[src/rtl/mem_store_buffer_pkg.sv]
// Shared definitions for the posted-write store buffer: default sizes,
// the drain FSM state encoding and a helper for the count width.
package mem_store_buffer_pkg;

  localparam int SB_DEPTH = 4;   // buffered store beats (power of two, 2..16)
  localparam int SB_AW    = 32;  // byte address width

  // Drain FSM: IDLE has nothing on the bus, BUSY presents the head entry.
  typedef enum logic {
    IDLE = 1'b0,
    BUSY = 1'b1
  } sb_state_t;

  // Occupancy counter must hold 0..DEPTH inclusive.
  function automatic int sb_count_w(input int depth);
    return $clog2(depth) + 1;
  endfunction

endpackage

[src/rtl/mem_store_buffer_if.sv]
// Store-buffer port bundle: M-stage write port, load hazard probe and the
// data-memory drain bus.
//
// Handshakes:
//  - Write side is valid/ready: a beat with wr_valid=1 and wr_byteen!=0 is
//    taken on the rising edge where wr_ready=1; while wr_ready=0 the producer
//    must hold the beat. wr_byteen=0 is never a transfer.
//  - Bus side is req/ack: bus_req and all bus_* payload stay stable until the
//    cycle in which bus_ack=1; that edge completes the beat. bus_ack without
//    bus_req has no effect.
interface mem_store_buffer_if #(
  parameter int AW = 32,
  parameter int CW = 3
);
  logic          wr_valid;
  logic [AW-1:0] wr_addr;
  logic [3:0]    wr_byteen;
  logic [31:0]   wr_data;
  logic          wr_ready;
  logic          ld_valid;
  logic [AW-1:0] ld_addr;
  logic          ld_hazard;
  logic          bus_req;
  logic [AW-1:0] bus_addr;
  logic [3:0]    bus_byteen;
  logic [31:0]   bus_wdata;
  logic          bus_ack;
  logic [CW-1:0] count;
  logic          empty;

  // Buffer side.
  modport slave (
    input  wr_valid, wr_addr, wr_byteen, wr_data, ld_valid, ld_addr, bus_ack,
    output wr_ready, ld_hazard, bus_req, bus_addr, bus_byteen, bus_wdata,
    output count, empty
  );

  // Pipeline / memory side.
  modport master (
    output wr_valid, wr_addr, wr_byteen, wr_data, ld_valid, ld_addr, bus_ack,
    input  wr_ready, ld_hazard, bus_req, bus_addr, bus_byteen, bus_wdata,
    input  count, empty
  );
endinterface

[src/rtl/mem_store_buffer_sb_fifo.sv]
// Generic DEPTH x W register FIFO. Besides the head it exposes every slot
// plus a per-slot valid mask so the owner can compare against all pending
// entries in parallel. Storage is cleared on reset.
module sb_fifo #(
  parameter int DEPTH = 4,
  parameter int W     = 8
) (
  input  logic                       clk,
  input  logic                       reset,
  input  logic                       push_i,
  input  logic [W-1:0]               din_i,
  input  logic                       pop_i,
  output logic [W-1:0]               dout_o,
  output logic [W-1:0]               entries_o [DEPTH],
  output logic [DEPTH-1:0]           valid_o,
  output logic [$clog2(DEPTH):0]     count_o,
  output logic                       full_o,
  output logic                       empty_o
);
  localparam int PW = $clog2(DEPTH);
  localparam int CW = PW + 1;

  logic [W-1:0]  mem_q [DEPTH];
  logic [PW-1:0] wr_ptr_q, wr_ptr_d;
  logic [PW-1:0] rd_ptr_q, rd_ptr_d;
  logic [CW-1:0] count_q, count_d;
  logic          do_push, do_pop;
  logic [PW-1:0] off [DEPTH];

  assign full_o  = (count_q == CW'(DEPTH));
  assign empty_o = (count_q == '0);
  // Full is judged on the current count, so a same-cycle pop never frees room.
  assign do_push = push_i && !full_o;
  assign do_pop  = pop_i && !empty_o;

  // Pointer and occupancy next-state; pointers wrap naturally at DEPTH.
  always_comb begin
    wr_ptr_d = wr_ptr_q;
    rd_ptr_d = rd_ptr_q;
    if (do_push) wr_ptr_d = wr_ptr_q + 1'b1;
    if (do_pop)  rd_ptr_d = rd_ptr_q + 1'b1;
    count_d = count_q + CW'(do_push) - CW'(do_pop);
  end

  // Storage, pointers and count; everything clears on reset.
  always_ff @(posedge clk or posedge reset) begin
    if (reset) begin
      for (int i = 0; i < DEPTH; i++) mem_q[i] <= '0;
      wr_ptr_q <= '0;
      rd_ptr_q <= '0;
      count_q  <= '0;
    end else begin
      if (do_push) mem_q[wr_ptr_q] <= din_i;
      wr_ptr_q <= wr_ptr_d;
      rd_ptr_q <= rd_ptr_d;
      count_q  <= count_d;
    end
  end

  // A slot is live when its distance from the head is below the count.
  always_comb begin
    for (int i = 0; i < DEPTH; i++) begin
      off[i]     = PW'(i) - rd_ptr_q;
      valid_o[i] = ({1'b0, off[i]} < count_q);
    end
  end

  assign dout_o    = mem_q[rd_ptr_q];
  assign entries_o = mem_q;
  assign count_o   = count_q;
endmodule

[src/rtl/mem_store_buffer.sv]
// Posted-write store buffer: takes finished store beats in one cycle,
// drains them in order over a req/ack bus and flags loads that hit a
// pending word. Entries are packed {word_addr, byteen, data}.
module mem_store_buffer
  import mem_store_buffer_pkg::*;
#(
  parameter int DEPTH = SB_DEPTH,
  parameter int AW    = SB_AW
) (
  input  logic                 clk,
  input  logic                 reset,
  mem_store_buffer_if.slave    sb,
  output sb_state_t            state_dbg
);
  localparam int CW = sb_count_w(DEPTH);
  localparam int WA = AW - 2;
  localparam int W  = WA + 4 + 32;

  sb_state_t      state_q, state_d;
  logic           push, pop, full, hit;
  logic [CW-1:0]  cnt, count_nxt;
  logic [W-1:0]   head;
  logic [W-1:0]   entries [DEPTH];
  logic [DEPTH-1:0] vld;
  logic           unused_low_addr_bits;

  // Byte offsets are irrelevant: storage and hazard work on word addresses.
  assign unused_low_addr_bits = ^{sb.wr_addr[1:0], sb.ld_addr[1:0]};

  assign push = sb.wr_valid && (sb.wr_byteen != 4'b0000) && !full;
  assign pop  = (state_q == BUSY) && sb.bus_ack;

  sb_fifo #(.DEPTH(DEPTH), .W(W)) u_fifo (
    .clk       (clk),
    .reset     (reset),
    .push_i    (push),
    .din_i     ({sb.wr_addr[AW-1:2], sb.wr_byteen, sb.wr_data}),
    .pop_i     (pop),
    .dout_o    (head),
    .entries_o (entries),
    .valid_o   (vld),
    .count_o   (cnt),
    .full_o    (full),
    .empty_o   (sb.empty)
  );

  assign count_nxt = cnt + CW'(push) - CW'(pop);

  // Drain FSM state register.
  always_ff @(posedge clk or posedge reset) begin
    if (reset) state_q <= IDLE;
    else       state_q <= state_d;
  end

  // Drain FSM next state: leave BUSY only when the acked beat was the last.
  always_comb begin
    state_d = state_q;
    case (state_q)
      IDLE:    if (cnt != '0) state_d = BUSY;
      BUSY:    if (sb.bus_ack && count_nxt == '0) state_d = IDLE;
      default: state_d = IDLE;
    endcase
  end

  // Parallel word-address compare against every live entry, head included.
  always_comb begin
    hit = 1'b0;
    for (int i = 0; i < DEPTH; i++) begin
      if (vld[i] && entries[i][W-1 -: WA] == sb.ld_addr[AW-1:2]) hit = 1'b1;
    end
  end

  assign sb.ld_hazard  = sb.ld_valid && hit;
  assign sb.bus_req    = (state_q == BUSY);
  assign sb.bus_addr   = {head[W-1 -: WA], 2'b00};
  assign sb.bus_byteen = head[35:32];
  assign sb.bus_wdata  = head[31:0];
  assign sb.count      = cnt;
  assign sb.wr_ready   = !full;
  assign state_dbg     = state_q;
endmodule
[src/flat_wrapper.sv]
// flat-port wrapper written by rule: the top's interface ports become plain ports
module mem_store_buffer_flat import mem_store_buffer_pkg::*;
#(
  parameter int DEPTH = SB_DEPTH,
  parameter int AW    = SB_AW
)
  (clk, reset, state_dbg, sb_wr_valid, sb_wr_addr, sb_wr_byteen, sb_wr_data, sb_ld_valid, sb_ld_addr, sb_bus_ack, sb_wr_ready, sb_ld_hazard, sb_bus_req, sb_bus_addr, sb_bus_byteen, sb_bus_wdata, sb_count, sb_empty);
  mem_store_buffer_if #(.AW(AW)) sb_i ();
  input  logic clk;
  input  logic reset;
  output sb_state_t state_dbg;
  input wire logic [$bits(sb_i.wr_valid)-1:0] sb_wr_valid;
  input wire logic [$bits(sb_i.wr_addr)-1:0] sb_wr_addr;
  input wire logic [$bits(sb_i.wr_byteen)-1:0] sb_wr_byteen;
  input wire logic [$bits(sb_i.wr_data)-1:0] sb_wr_data;
  input wire logic [$bits(sb_i.ld_valid)-1:0] sb_ld_valid;
  input wire logic [$bits(sb_i.ld_addr)-1:0] sb_ld_addr;
  input wire logic [$bits(sb_i.bus_ack)-1:0] sb_bus_ack;
  output wire logic [$bits(sb_i.wr_ready)-1:0] sb_wr_ready;
  output wire logic [$bits(sb_i.ld_hazard)-1:0] sb_ld_hazard;
  output wire logic [$bits(sb_i.bus_req)-1:0] sb_bus_req;
  output wire logic [$bits(sb_i.bus_addr)-1:0] sb_bus_addr;
  output wire logic [$bits(sb_i.bus_byteen)-1:0] sb_bus_byteen;
  output wire logic [$bits(sb_i.bus_wdata)-1:0] sb_bus_wdata;
  output wire logic [$bits(sb_i.count)-1:0] sb_count;
  output wire logic [$bits(sb_i.empty)-1:0] sb_empty;
  assign sb_i.wr_valid = sb_wr_valid;
  assign sb_i.wr_addr = sb_wr_addr;
  assign sb_i.wr_byteen = sb_wr_byteen;
  assign sb_i.wr_data = sb_wr_data;
  assign sb_i.ld_valid = sb_ld_valid;
  assign sb_i.ld_addr = sb_ld_addr;
  assign sb_i.bus_ack = sb_bus_ack;
  assign sb_wr_ready = sb_i.wr_ready;
  assign sb_ld_hazard = sb_i.ld_hazard;
  assign sb_bus_req = sb_i.bus_req;
  assign sb_bus_addr = sb_i.bus_addr;
  assign sb_bus_byteen = sb_i.bus_byteen;
  assign sb_bus_wdata = sb_i.bus_wdata;
  assign sb_count = sb_i.count;
  assign sb_empty = sb_i.empty;
  mem_store_buffer #(.DEPTH(DEPTH), .AW(AW)) u_core (.clk(clk), .reset(reset), .sb(sb_i), .state_dbg(state_dbg));
endmodule
[config.mk]
export PLATFORM = sky130hd
export DESIGN_NAME = mem_store_buffer_flat
export DESIGN_NICKNAME = d
export VERILOG_FILES = /design/src/rtl/mem_store_buffer_pkg.sv /design/src/rtl/mem_store_buffer_if.sv /design/src/rtl/mem_store_buffer_sb_fifo.sv /design/src/rtl/mem_store_buffer.sv /design/src/flat_wrapper.sv
export SDC_FILE = /design/constraint.sdc
export NUM_CORES = 1
export LEC_CHECK = 0
export ABC_AREA = 1
export CORE_ASPECT_RATIO = 0.5
export CORE_MARGIN = 4
export CORE_UTILIZATION = 40
export DETAILED_ROUTE_END_ITERATION = 12
export PLACE_DENSITY_LB_ADDON = 0.08
export SLEW_MARGIN = 10
export SYNTH_ARGS = -nofsm -noshare
export SYNTH_HDL_FRONTEND = slang
export SYNTH_HIERARCHICAL = 1
export SYNTH_SLANG_ARGS = --single-unit
[constraint.sdc]
create_clock -name clk -period 20.7 [get_ports clk]
set_input_delay 4.14 -clock clk [delete_from_list [all_inputs] [get_ports clk]]
set_output_delay 4.14 -clock clk [all_outputs]
set_load 0.1 [all_outputs]
==> impl_metrics.json <==
{
  "cts.clk_slew.worst_paths_ns": 0.06,
  "core_area_um2": 37700,
  "dieArea_um2": 41900,
  "seq_area_um2": 6810,
  "post_cts_buffers": 0,
  "max_slew_margin": 0.204,
  "clock-sinks": 272,
  "crit_chain": "clkdlybuf4s50_1 > nand2_1 > nand2_1 > nand2_1 > nor2_2 > nand2_2 > nor2_1 > nand2_1 > nand2_1 > nor2_1 > nor2_1 > clkdlybuf4s50_1",
  "critPathKind": "input port to output port",
  "period_minus_slack_ns": 11.08,
  "cpPeakStageDelay_ns": 1.13,
  "multiInputGateArea_um2": 7240,
  "die_width_um": 285,
  "wl_per_cell_um": 19.8,
  "cts_tree": "done",
  "crit_required_ns": 16.56,
  "hpwl_um": 31500,
  "startpoint_type": "input port",
  "firstDrtPassIters": 5,
  "drc": 0,
  "place_inst": 2704,
  "holdPathEnd": "u_core/u_fifo/entries_o[204]",
  "synth.distinct_cells": 33,
  "crit_arrival_ns": 6.94,
  "timing.setup.tns_ns": 0,
  "drive_gt1_frac": 0.0542,
  "maxSlewViolCount": 0,
  "avgViaCountPerCell": 5.32,
  "grt_overflow_total": 0,
  "grt_max_degree": 182,
  "grt_pass1_vias": 14020,
  "cts_inserted_buffers": 27,
  "syn_to_final_growth_pct": 18.2,
  "yosysWarnings": 6,
  "start_util": 0.409,
  "netlist_instances": 2143,
  "post-route-period-util": 0.535,
  "hold_depth": 2,
  "dpl_cell_area_um2": 17200,
  "dieHeight_um": 147,
  "fin_nets": 2332,
  "path_delay_family": "buffers and inverters",
  "fillers": 3906,
  "status": "completed",
  "r2r_end": "u_core/u_fifo/entries_o[131]",
  "drv_cap": 0,
  "final_hold_viol_count": 0,
  "pin_count": 181,
  "fin_skew_ns": 0.0130,
  "antenna_found_initial": 1,
  "syn_avg_cell_area_um2": 7.18,
  "setup_viol": 0,
  "grt_usage": 0.257,
  "routabilityCongestion": 0.914,
  "ctsHoldBuffers": 0,
  "worstHoldStart": "u_core/u_fifo/entries_o[204]",
  "finalInstanceArea_um2": 18200,
  "drtIter0Drc": 1364,
  "final_cells": 2754,
  "antenna_left": 0,
  "dr_total_vias": 14658,
  "cp_common_cell": "nand2_1",
  "cts_root_buffer": "clkbuf_16",
  "htree_levels": 1,
  "grt_pass1_wl_um": 85600,
  "cp_max_fo": 6,
  "wirelength_um": 54400,
  "rsz0062_at_grt": "no",
  "tightestPinTransition_ns": 1.19,
  "clk_latency_ns": 0.56,
  "synth_seq_cells": 272,
  "port_buffers": 174,
  "cp_num_buf_inv": 2,
  "end_kind": "output port",
  "rows": 50,
  "yosysSeqAreaShare": 0.442,
  "r2r_start": "u_core/u_fifo/count_o[0]",
  "fin_util": 0.483,
  "rrSetupSlack_ns": 16.63,
  "clk_path_buf_depth": 3,
  "syn_area_um2": 15400,
  "hold_path.class": "flip-flop to flip-flop",
  "clock.fmax_mhz": 90.3,
  "cts-resized-gates": 0,
  "rr_worst_depth": 8,
  "crit_slowest_cell": "clkdlybuf4s50_1"
}
[logic make-up (layout without fill, tap and decap cells)]
group / count (synthesis) / count (layout) / synth area share
AOI/OAI and AO/OA: 18 / 18 / 0.00683
xor gates and xnor gates: 44 / 44 / 0.0250
adders and majority gates: 14 / 14 / 0.0124
and+or+nand+nor: 1473 / 1473 / 0.420
DFF: 272 / 272 / 0.442
buffers and inverters: 321 / 410 / 0.0930
other: 1 / 3 / 0.000244
[layout by cell type, fill, tap and decap left out, drive strengths merged, types with 2 or more instances in the layout]
cell type / n
fa: 2
a21oi: 2
nand3: 11
nand2: 1063
clkbuf: 42
nand4: 341
xor2: 4
bufinv: 4
dfrtp: 272
buf: 19
o21ai: 12
inv: 154
xnor2: 40
or2: 2
nor2: 53
ha: 12
clkinv: 17
conb: 2
a21boi: 3
nor3: 2
clkdlybuf4s50: 174
[worst max-delay path by stage]
stage | startpoint | endpoint | slack (ns) | cells past startpoint
finish | sb_ld_addr[29] | sb_ld_hazard | 9.62 | 12
global route | sb_ld_addr[14] | sb_ld_hazard | 9.44 | 11
CTS | sb_ld_addr[29] | sb_ld_hazard | 9.64 | 12
detailed placement | sb_ld_addr[29] | sb_ld_hazard | 9.66 | 12
global placement | sb_ld_addr[20] | sb_ld_hazard | 9.66 | 11
floorplan | reset | u_core/u_fifo/count_o[0] | 9.09 | 1
[per-layer routing]
metal / global-route usage / part of all wire / up-vias
met3: 0.0285 / 0.052 / 51
li1: - / - / 7043
met4: 0.0371 / 0.013 / 0
met5: 0 / 0 / -
met1: 0.381 / 0.47 / 7136
met2: 0.418 / 0.47 / 428
[metrics by stage]
step | setup WS, ns | hold WS, ns
final | 9.62 | 0.470
after CTS | 9.64 | 0.474
after detailed placement | 9.66 | 0.458
after global routing | 9.44 | 0.487
after global placement | 9.66 | 0.453
after floorplan | 9.09 | 0.442
[Yosys cell counts]
cell type  number  area, um2
a21boi_0        2       15.0
a21boi_2        1       11.3
a21oi_1         2       10.0
buf_1          15       56.3
buf_2          64        320
buf_4          11       82.6
buf_6          14        158
clkbuf_1       49        184
clkinv_1       14       52.6
clkinv_2        1       5.00
conb_1          1       3.75
dfrtp_1       272       6810
fa_1            2       40.0
ha_1           12        150
inv_1         120        450
inv_2          33        124
nand2_1      1057       3970
nand2_2         6       37.5
nand3_1         7       35.0
nand3_2         3       30.0
nand3_4         1       17.5
nand4_1       341       2130
nor2_1         45        169
nor2_2          7       43.8
nor2_4          1       11.3
nor3_1          2       10.0
nor4_1          1       6.26
o21ai_0         7       35.0
o21ai_1         5       25.0
o41ai_1         1       8.76
or2_0           2       12.5
xnor2_1        40        350
xor2_1          4       35.0
[worst register-to-register path, delay by kind of cell (launching register included)]
family / cells / cell delay, ns
AND/OR/NAND/NOR: 6 / 2.71
buffers and inverters: 2 / 0.70
flip-flops: 1 / 0.54
[registers in the layout (all words and copies together) (netlist names)]
signal and count:
u_core/u_fifo/wr_ptr_q 2, u_core/u_fifo/rd_ptr_q 2, u_core/u_fifo/entries_o 264, u_core/sb.bus_req 1, u_core/u_fifo/count_o 3
[final cells by class]
type | instances | share of cell area
diodes | 1 | 0.000137
clock buffers | 42 | 0.0441
clock inverters | 7 | 0.00825
inverters | 168 | 0.0351
multi-input cells | 1551 | 0.398
flip-flops and latches | 272 | 0.374
well taps | 520 | 0.0357
repair buffers | 193 | 0.105
Power is not shown: default switching activity piles up to over one toggle a cycle in this logic, so the estimate is an artifact.
